===== src/rtl/send_buffers_if.sv =====
// rtl/send_buffers_if.sv - pixel load, command and replay signals of send_buffers
interface send_buffers_if #(
  parameter int BUFF_SIZE_BIT = 6
);
  logic [7:0]               ld_px;
  logic                     ld_px_empty;
  logic                     ld_px_rd;
  logic [BUFF_SIZE_BIT-1:0] ld_size;
  logic                     cmd_valid;
  logic [1:0]               cmd_sel;
  logic [7:0]               pivot;
  logic                     cmd_ready;
  logic [7:0]               out_px;
  logic                     out_px_full;
  logic                     out_px_wr;
  logic                     sending;
  logic [BUFF_SIZE_BIT-1:0] sent_count;
  logic [BUFF_SIZE_BIT-1:0] win_size;
  logic                     send_done;

  modport slave (
    input  ld_px, ld_px_empty, ld_size, cmd_valid, cmd_sel, pivot, out_px_full,
    output ld_px_rd, cmd_ready, out_px, out_px_wr, sending, sent_count, win_size, send_done
  );

  modport master (
    output ld_px, ld_px_empty, ld_size, cmd_valid, cmd_sel, pivot, out_px_full,
    input  ld_px_rd, cmd_ready, out_px, out_px_wr, sending, sent_count, win_size, send_done
  );
endinterface


===== src/rtl/send_buffers.sv =====
// rtl/send_buffers.sv - window capture and filtered replay into the downstream pixel FIFO
module send_buffers #(
  parameter int BUFF_SIZE     = 32,
  parameter int BUFF_SIZE_BIT = $clog2(BUFF_SIZE) + 1
) (
  input  logic             clk,
  input  logic             rst_n,
  send_buffers_if.slave    bus
);
  localparam int AW = (BUFF_SIZE > 1) ? $clog2(BUFF_SIZE) : 1;
  localparam logic [BUFF_SIZE_BIT-1:0] MAX_SIZE = BUFF_SIZE_BIT'(BUFF_SIZE);

  typedef enum logic [2:0] {IDLE, LOAD, READY, SEND, DONE} state_t;

  state_t                   state;
  logic [7:0]               mem [BUFF_SIZE];
  logic [BUFF_SIZE_BIT-1:0] wptr;
  logic [BUFF_SIZE_BIT-1:0] wptr_next;
  logic [BUFF_SIZE_BIT-1:0] idx;
  logic [BUFF_SIZE_BIT-1:0] win_size_q;
  logic [BUFF_SIZE_BIT-1:0] sent_count_q;
  logic [1:0]               sel_q;
  logic [7:0]               pivot_q;
  logic [7:0]               cur;
  logic                     match;
  logic                     accept;
  logic                     consume;
  logic                     stall;

  assign cur       = mem[idx[AW-1:0]];
  assign wptr_next = wptr + 1'b1;
  assign accept    = bus.cmd_valid && bus.cmd_ready;
  assign consume   = bus.ld_px_rd && !bus.ld_px_empty;
  assign stall     = match && bus.out_px_full;

  always_comb begin
    match = 1'b0;
    case (sel_q)
      2'b00:   match = 1'b1;
      2'b01:   match = (cur < pivot_q);
      2'b10:   match = (cur > pivot_q);
      default: match = 1'b0;
    endcase
    // An empty window must never produce a write from stale memory.
    if (win_size_q == '0) match = 1'b0;
  end

  assign bus.ld_px_rd   = (state == LOAD) && (wptr != win_size_q);
  assign bus.cmd_ready  = (state == IDLE) || (state == READY);
  assign bus.sending    = (state == SEND);
  assign bus.out_px     = (state == SEND) ? cur : 8'd0;
  assign bus.out_px_wr  = (state == SEND) && match && !bus.out_px_full;
  assign bus.send_done  = (state == DONE);
  assign bus.sent_count = sent_count_q;
  assign bus.win_size   = win_size_q;

  always_ff @(posedge clk) begin
    if (consume) mem[wptr[AW-1:0]] <= bus.ld_px;
  end

  always_ff @(posedge clk or negedge rst_n) begin
    if (!rst_n) begin
      state        <= IDLE;
      wptr         <= '0;
      idx          <= '0;
      win_size_q   <= '0;
      sent_count_q <= '0;
      sel_q        <= 2'b00;
      pivot_q      <= 8'd0;
    end else if (accept && bus.cmd_sel == 2'b11) begin
      win_size_q <= (bus.ld_size > MAX_SIZE) ? MAX_SIZE : bus.ld_size;
      wptr       <= '0;
      state      <= LOAD;
    end else begin
      case (state)
        IDLE: state <= IDLE;
        LOAD: begin
          if (consume) begin
            wptr <= wptr_next;
            if (wptr_next == win_size_q) state <= READY;
          end else if (wptr == win_size_q) begin
            state <= READY;
          end
        end
        READY: begin
          if (accept) begin
            sel_q        <= bus.cmd_sel;
            pivot_q      <= bus.pivot;
            sent_count_q <= '0;
            idx          <= '0;
            state        <= SEND;
          end
        end
        SEND: begin
          if (win_size_q == '0) begin
            state <= DONE;
          end else if (!stall) begin
            idx <= idx + 1'b1;
            if (match) sent_count_q <= sent_count_q + 1'b1;
            if (idx == win_size_q - 1'b1) state <= DONE;
          end
        end
        DONE:    state <= READY;
        default: state <= IDLE;
      endcase
    end
  end
endmodule


===== src/flat_wrapper.sv =====
// flat-port wrapper written by rule: the top's interface ports become plain ports
module send_buffers_flat 
#(
  parameter int BUFF_SIZE     = 32,
  parameter int BUFF_SIZE_BIT = $clog2(BUFF_SIZE) + 1
)
  (clk, rst_n, bus_ld_px, bus_ld_px_empty, bus_ld_size, bus_cmd_valid, bus_cmd_sel, bus_pivot, bus_out_px_full, bus_ld_px_rd, bus_cmd_ready, bus_out_px, bus_out_px_wr, bus_sending, bus_sent_count, bus_win_size, bus_send_done);
  send_buffers_if #(.BUFF_SIZE_BIT(BUFF_SIZE_BIT)) bus_i ();
  input  logic clk;
  input  logic rst_n;
  input wire logic [$bits(bus_i.ld_px)-1:0] bus_ld_px;
  input wire logic [$bits(bus_i.ld_px_empty)-1:0] bus_ld_px_empty;
  input wire logic [$bits(bus_i.ld_size)-1:0] bus_ld_size;
  input wire logic [$bits(bus_i.cmd_valid)-1:0] bus_cmd_valid;
  input wire logic [$bits(bus_i.cmd_sel)-1:0] bus_cmd_sel;
  input wire logic [$bits(bus_i.pivot)-1:0] bus_pivot;
  input wire logic [$bits(bus_i.out_px_full)-1:0] bus_out_px_full;
  output wire logic [$bits(bus_i.ld_px_rd)-1:0] bus_ld_px_rd;
  output wire logic [$bits(bus_i.cmd_ready)-1:0] bus_cmd_ready;
  output wire logic [$bits(bus_i.out_px)-1:0] bus_out_px;
  output wire logic [$bits(bus_i.out_px_wr)-1:0] bus_out_px_wr;
  output wire logic [$bits(bus_i.sending)-1:0] bus_sending;
  output wire logic [$bits(bus_i.sent_count)-1:0] bus_sent_count;
  output wire logic [$bits(bus_i.win_size)-1:0] bus_win_size;
  output wire logic [$bits(bus_i.send_done)-1:0] bus_send_done;
  assign bus_i.ld_px = bus_ld_px;
  assign bus_i.ld_px_empty = bus_ld_px_empty;
  assign bus_i.ld_size = bus_ld_size;
  assign bus_i.cmd_valid = bus_cmd_valid;
  assign bus_i.cmd_sel = bus_cmd_sel;
  assign bus_i.pivot = bus_pivot;
  assign bus_i.out_px_full = bus_out_px_full;
  assign bus_ld_px_rd = bus_i.ld_px_rd;
  assign bus_cmd_ready = bus_i.cmd_ready;
  assign bus_out_px = bus_i.out_px;
  assign bus_out_px_wr = bus_i.out_px_wr;
  assign bus_sending = bus_i.sending;
  assign bus_sent_count = bus_i.sent_count;
  assign bus_win_size = bus_i.win_size;
  assign bus_send_done = bus_i.send_done;
  send_buffers #(.BUFF_SIZE(BUFF_SIZE), .BUFF_SIZE_BIT(BUFF_SIZE_BIT)) u_core (.clk(clk), .rst_n(rst_n), .bus(bus_i));
endmodule

===== config.mk =====
export PLATFORM = sky130hd
export DESIGN_NAME = send_buffers_flat
export DESIGN_NICKNAME = d
export VERILOG_FILES = /design/src/rtl/send_buffers_if.sv /design/src/rtl/send_buffers.sv /design/src/flat_wrapper.sv
export SDC_FILE = /design/constraint.sdc
export NUM_CORES = 1
export LEC_CHECK = 0
export ABC_AREA = 0
export BUFFER_PORTS_ARGS = -buffer_cell sky130_fd_sc_hd__buf_2
export CAP_MARGIN = 20
export CORE_MARGIN = 10
export CORE_UTILIZATION = 29
export DETAILED_ROUTE_END_ITERATION = 7
export PLACE_DENSITY = 0.45
export SLEW_MARGIN = 20
export SYNTH_ARGS = -nofsm -noshare
export SYNTH_HDL_FRONTEND = slang
export SYNTH_SLANG_ARGS = --single-unit

===== constraint.sdc =====
create_clock -name clk -period 4.3 [get_ports clk]
set_input_delay 1.075 -clock clk [delete_from_list [all_inputs] [get_ports clk]]
set_output_delay 1.075 -clock clk [all_outputs]
set_load 0.02 [all_outputs]

### After elaboration in Yosys (flattened, before gate mapping)

Memory sizes are Yosys's and may differ from the RTL's.
Cells that the tools add are included.

* bitwise operators: 1
* $lt $le $gt $ge: 3
* multiplexer cells: 26
* equality and inequality tests: 20
* reduce and logical (&&, ||, !) cells: 21
* $add $sub $neg: 4

Operator list (count)
* 2-to-1 mux 6 bit: 10
* 2-to-1 mux 3 bit: 8
* case mux 6 bit (2 select lines): 2
* adder 6 x 1 -> 6 bit (second input constant): 3
* == test 6 bit: 3
* case mux 3 bit (4 select lines): 1
* AND reduction 5 bit: 2
* greater-than comparator 8 bit: 1
* less-than comparator 8 bit: 1
* 2-to-1 mux 8 bit: 1
* inequality test 4 bit (second input constant): 2
* logical AND 1 bit: 7
* == test 3 x 2 -> 1 bit (second input constant): 2
* greater-than comparator 6 bit (second input constant): 1
* zero test 6 bit: 1
* inequality test 6 bit: 1
* AND reduction 6 bit: 1
* nonzero test 2 bit: 3
* subtractor 6 x 1 -> 6 bit (second input constant): 1
* == test 2 bit (second input constant): 2
* inequality test 2 x 1 -> 1 bit (second input constant): 2
* inequality test 2 bit (second input constant): 2
* inequality test 4 x 1 -> 1 bit (second input constant): 1
* inequality test 4 x 3 -> 1 bit (second input constant): 1
* other kinds (13): 16

* flip-flop bits (word level): 37
* word-level logic and storage cells: 83
* output and inout bits: 25
* memories kept: 1
* memory bits (writable): 256
* input bits: 29

Memory list
* u_core.mem: depth 32, bits a word 8, rd ports 1, clocked after Yosys merged registers in 0, wr ports 1, line send_buffers.sv:16 `logic [7:0] mem [BUFF_SIZE];`

### Longest topological paths before layout

An unclocked memory read counts as a cell.

* depth after elaboration: 9
* gate-level depth with buffers: 13
* depth with buffers taken out: 10

### Worst setup path after synthesis

No wires, ideal clock.

* path type: flip-flop to output port
* from: register u_core.idx[1]
* to: output bus_out_px_wr
* stages on the path, launching flop included: 13
* slack: -0.464 ns
* required time: 3.225 ns
* data arrival time: 3.689 ns
* buffers on the path: 3
* path through: dfrtp_1 clkbuf_1 buf_2 buf_2 mux4_2 mux4_2 mux2_2 ha_1 and3_1 a221oi_1 nand2b_1 o211ai_2 nor3_1

* cells in the longest elaborated chain, start to end: 6
* elaborated cells on any way between the ends: 7
* classes of those cells: order compare (2); mux (2); reduce/logical (2); memory (1)

RTL lines
* start: declaration: line send_buffers.sv:19 `logic [BUFF_SIZE_BIT-1:0] idx;`
* start signal: assignment: line send_buffers.sv:98 `idx <= idx + 1'b1;`
* memory read (32 x 8 bit) *
* greater-than comparator 8 bit / less-than comparator 8 bit (equally long branches): line send_buffers.sv:41, send_buffers.sv:40
* case mux 1 bit (3 select lines) *: line send_buffers.sv:38 `case (sel_q)`
* 2-to-1 mux 1 bit *: line send_buffers.sv:45 `if (win_size_q == '0) match = 1'b0;`
* logical AND 1 bit * (2 in a row): line send_buffers.sv:52 `assign bus.out_px_wr = (state == SEND) && match && !bus.out_px_full;`
* end: declaration: line flat_wrapper.sv:21 `output wire logic [$bits(bus_i.out_px_wr)-1:0] bus_out_px_wr;`

Every way passes the cells marked *; elsewhere a longest branch is shown, timed or not.

### Final worst setup path

* from: register u_core.idx[0]
* to: output bus_out_px_wr

Same word-level chain as after synthesis.

==> results.sh <==
export IMPL_max_freq_mhz=195.2
export IMPL_first_iter_violations=549
export IMPL_port_buffers=53
export IMPL_vias=6744
export IMPL_fin_crit_ns=5.124
export IMPL_synth_top_area_share_pct=62.36
export IMPL_crit_type="reg2out"
export IMPL_async_flop_share_pct=12.63
export IMPL_cp_arrival_ns=4.05
export IMPL_initial_core_util_pct=29.39
export IMPL_ys_flop_type="edfxtp_1"
export IMPL_final_setup_viol_count=3
export IMPL_grt_pass1_wl_um=47350
export IMPL_std_cell_rows=75
export IMPL_clock_sinks=293
export IMPL_grt_pass1_vias=7049
export IMPL_htree_num_levels=1
export IMPL_synth_edf_count=256
export IMPL_place_area_sq_um=13540
export IMPL_stdcell_area_sq_um=14930
export IMPL_min_period_over_period_pct=119.2
export IMPL_finClkSkew_ns=0.01272
export IMPL_yosysWarnings=0
export IMPL_final_util_pct=35.60
export IMPL_fillers=3890
export IMPL_cts_tree="built"
export IMPL_cts_buffers=31
export IMPL_num_nets_final=844
export IMPL_grt_max_degree=38
export IMPL_required_ns=3.22
export IMPL_first_pass_iters=5
export IMPL_dp_cells=1282
export IMPL_violations="negative setup slack"
export IMPL_slew_violations=0
export IMPL_vias_per_cell=4.970
export IMPL_ys_ff_latch=293
export IMPL_ys_top_cells_by_count="edfxtp_1, mux4_2, nor2_1"
export IMPL_critPathMaxFanout=5
export IMPL_track_usage_pct=12.47
export IMPL_worst_slack_ns=-0.8240
export IMPL_maxCapViolCount=0
export IMPL_power_density_nw_per_um2=598.6
export IMPL_hpwl_um=21160
export IMPL_synth_nets=729
export IMPL_status="finished with violations"
export IMPL_synth_most_common_cell="edfxtp_1"
export IMPL_hold_viol=0
export IMPL_ys_seq_area_share_pct=69.87
export IMPL_drc=0
export IMPL_hold_slack_ns=0.5302
export IMPL_routed_wl_um=31850
export IMPL_yosys_cell_types_count=51
export IMPL_p_leak_nw=4.961
export IMPL_drtAntennaViolNets=0
export IMPL_design_die_area_sq_um=51160
export IMPL_tightest_slew_ns=1.079
export IMPL_synthTopCellsByArea="edfxtp_1, mux4_2, dfrtp_1"
export IMPL_rsz0062_at_grt="yes"
export IMPL_gp_congestion=0.7511
export IMPL_ir_drop_v=0.0002503
export IMPL_syn_area_sq_um=12330
export IMPL_worstSetupEndpointType="primary output"
export IMPL_die_height_um=226.2
export IMPL_antenna_found_initial=1
export IMPL_yosysTopAreaCell="edfxtp_1"
export IMPL_layout_drive_gt1_share_pct=33.62
export IMPL_dp_slack_ns=-0.3695
export IMPL_start_kind="flop"
export IMPL_avgSynthCellArea_sq_um=18.02
export IMPL_syn_inst=684
export IMPL_clk_pin_slew_worst_paths_ns=0.06
export IMPL_ctsLongestPathBuffers=3
export IMPL_min_path_type="reg2reg"
export IMPL_antennaDiodeCount=0
export IMPL_grt_overflow_total=0
export IMPL_area_growth_pct=21.14
export IMPL_slew_headroom_pct=27.80
export IMPL_coreArea_sq_um=41950
export IMPL_insertion_delay_ns=0.56
export IMPL_wl_per_cell_um=23.47
export IMPL_clockRootBuffer="clkbuf_16"
export IMPL_die_w_um=226.2
export IMPL_stdcell_count=1357
export IMPL_io_pins=54
## worst paths after layout
check / start / endpoint / slack (ns) / depth (start not counted)
worst max-delay path: u_core.idx[0]$_DFFE_PN0P_ / bus_out_px_wr / -0.82 / 12
min in group asynchronous: rst_n / u_core.bus.win_size[0]$_DFFE_PN0P_ / 0.64 / 1
worst min register to register: u_core.pivot_q[0]$_DFFE_PN0P_ / u_core.pivot_q[0]$_DFFE_PN0P_ / 0.53 / 2
max in group asynchronous: rst_n / u_core.idx[0]$_DFFE_PN0P_ / 2.99 / 1
worst min-delay path: u_core.pivot_q[0]$_DFFE_PN0P_ / u_core.pivot_q[0]$_DFFE_PN0P_ / 0.53 / 2
worst max register to register: u_core.idx[0]$_DFFE_PN0P_ / u_core.state[1]$_DFFE_PN0P_ / -0.12 / 16
## layout make-up
class | instances | area (sq um) | area share (%)
Clock inverter | 14 | 175.2 | 1.173
Inverter | 18 | 67.56 | 0.4524
Multi-Input combinational cell | 343 | 3686 | 24.68
Clock buffer | 38 | 802.0 | 5.370
Timing Repair Buffer | 112 | 910.9 | 6.099
Tap cell | 539 | 674.4 | 4.516
Sequential cell | 293 | 8618 | 57.71
## state kept, by name, indices dropped and copies added, names as in the netlist
register and count:
u_core.sel_q 2, u_core.wptr 6, u_core.bus.sent_count 6, u_core.idx 6, u_core.pivot_q 8, u_core.mem 256, u_core.state 3, u_core.bus.win_size 6
## power breakdown
part / internal (mW) / leakage [nW] / switching [mW] / total, mW
registers: 3.25 / 2.78 / 0.180 / 3.43
clock network: 1.55 / 0.472 / 1.06 / 2.61
logic: 1.42 / 1.71 / 1.48 / 2.90
## stage by stage
step	TNS [ns]	total power [mW]
2_1_floorplan	0	5.233
3_3_place_gp	-0.3571	5.998
3_5_place_dp	-0.3695	6.030
4_1_cts	-1.023	8.982
5_1_grt	-1.485	9.407
6_report	-0.9630	8.940
## critical path: stages, from the launching register on
cell and delay (ns):
dfrtp_4 0.48, buf_12 0.16, buf_16 0.14, mux4_2 0.55
mux4_2 0.51, mux2_4 0.31, ha_4 0.22, nor2b_4 0.11
o211ai_1 0.29, a211o_1 0.25, o211ai_4 0.11, nor3_4 0.21
buf_6 0.15
## cells by family (layout without fill, tap and decap cells)
kind of cell,after synthesis,after routing,share of synthesized area [%]
xor+xnor,20,20,1.421
simple gates,154,154,6.100
mux,95,95,15.92
fa+ha+maj,16,16,1.624
buf+inv,49,182,1.999
flops,293,293,69.87
compound gates,57,58,3.065
## routing by layer
| layer | wire length, um | track usage, % | share of wire, % | vias up |
|---|---|---|---|---|
| met2 | 15360 | 20.24 | 48 | 179 |
| met1 | 14010 | 16.59 | 44 | 3580 |
| li1 | - | - | - | 2940 |
| met4 | 686 | 3.549 | 2.2 | 2 |
| met3 | 1778 | 2.491 | 5.6 | 43 |
| met5 | 13 | 0 | 0.041 | - |
## placed cells by master (no fill, tap or decap), types with 12 or more instances in the layout
master and instances:
ha_1 12, clkbuf_16 31, o21ai_0 19, nor2_1 45, xor2_1 12, buf_2 49
dfrtp_1 35, inv_1 16, edfxtp_1 256, mux4_2 80, buf_4 46, nand2_1 39
## timing repair
item                       in CTS  in global routing
setup endpoints to repair       2                  9
pin swaps                       8                 15
gates cloned                    3                  1
hold buffers                    0                  0
resized for setup              21                 22
setup buffers                  16                  6
Power figures use the tool's default switching activity.
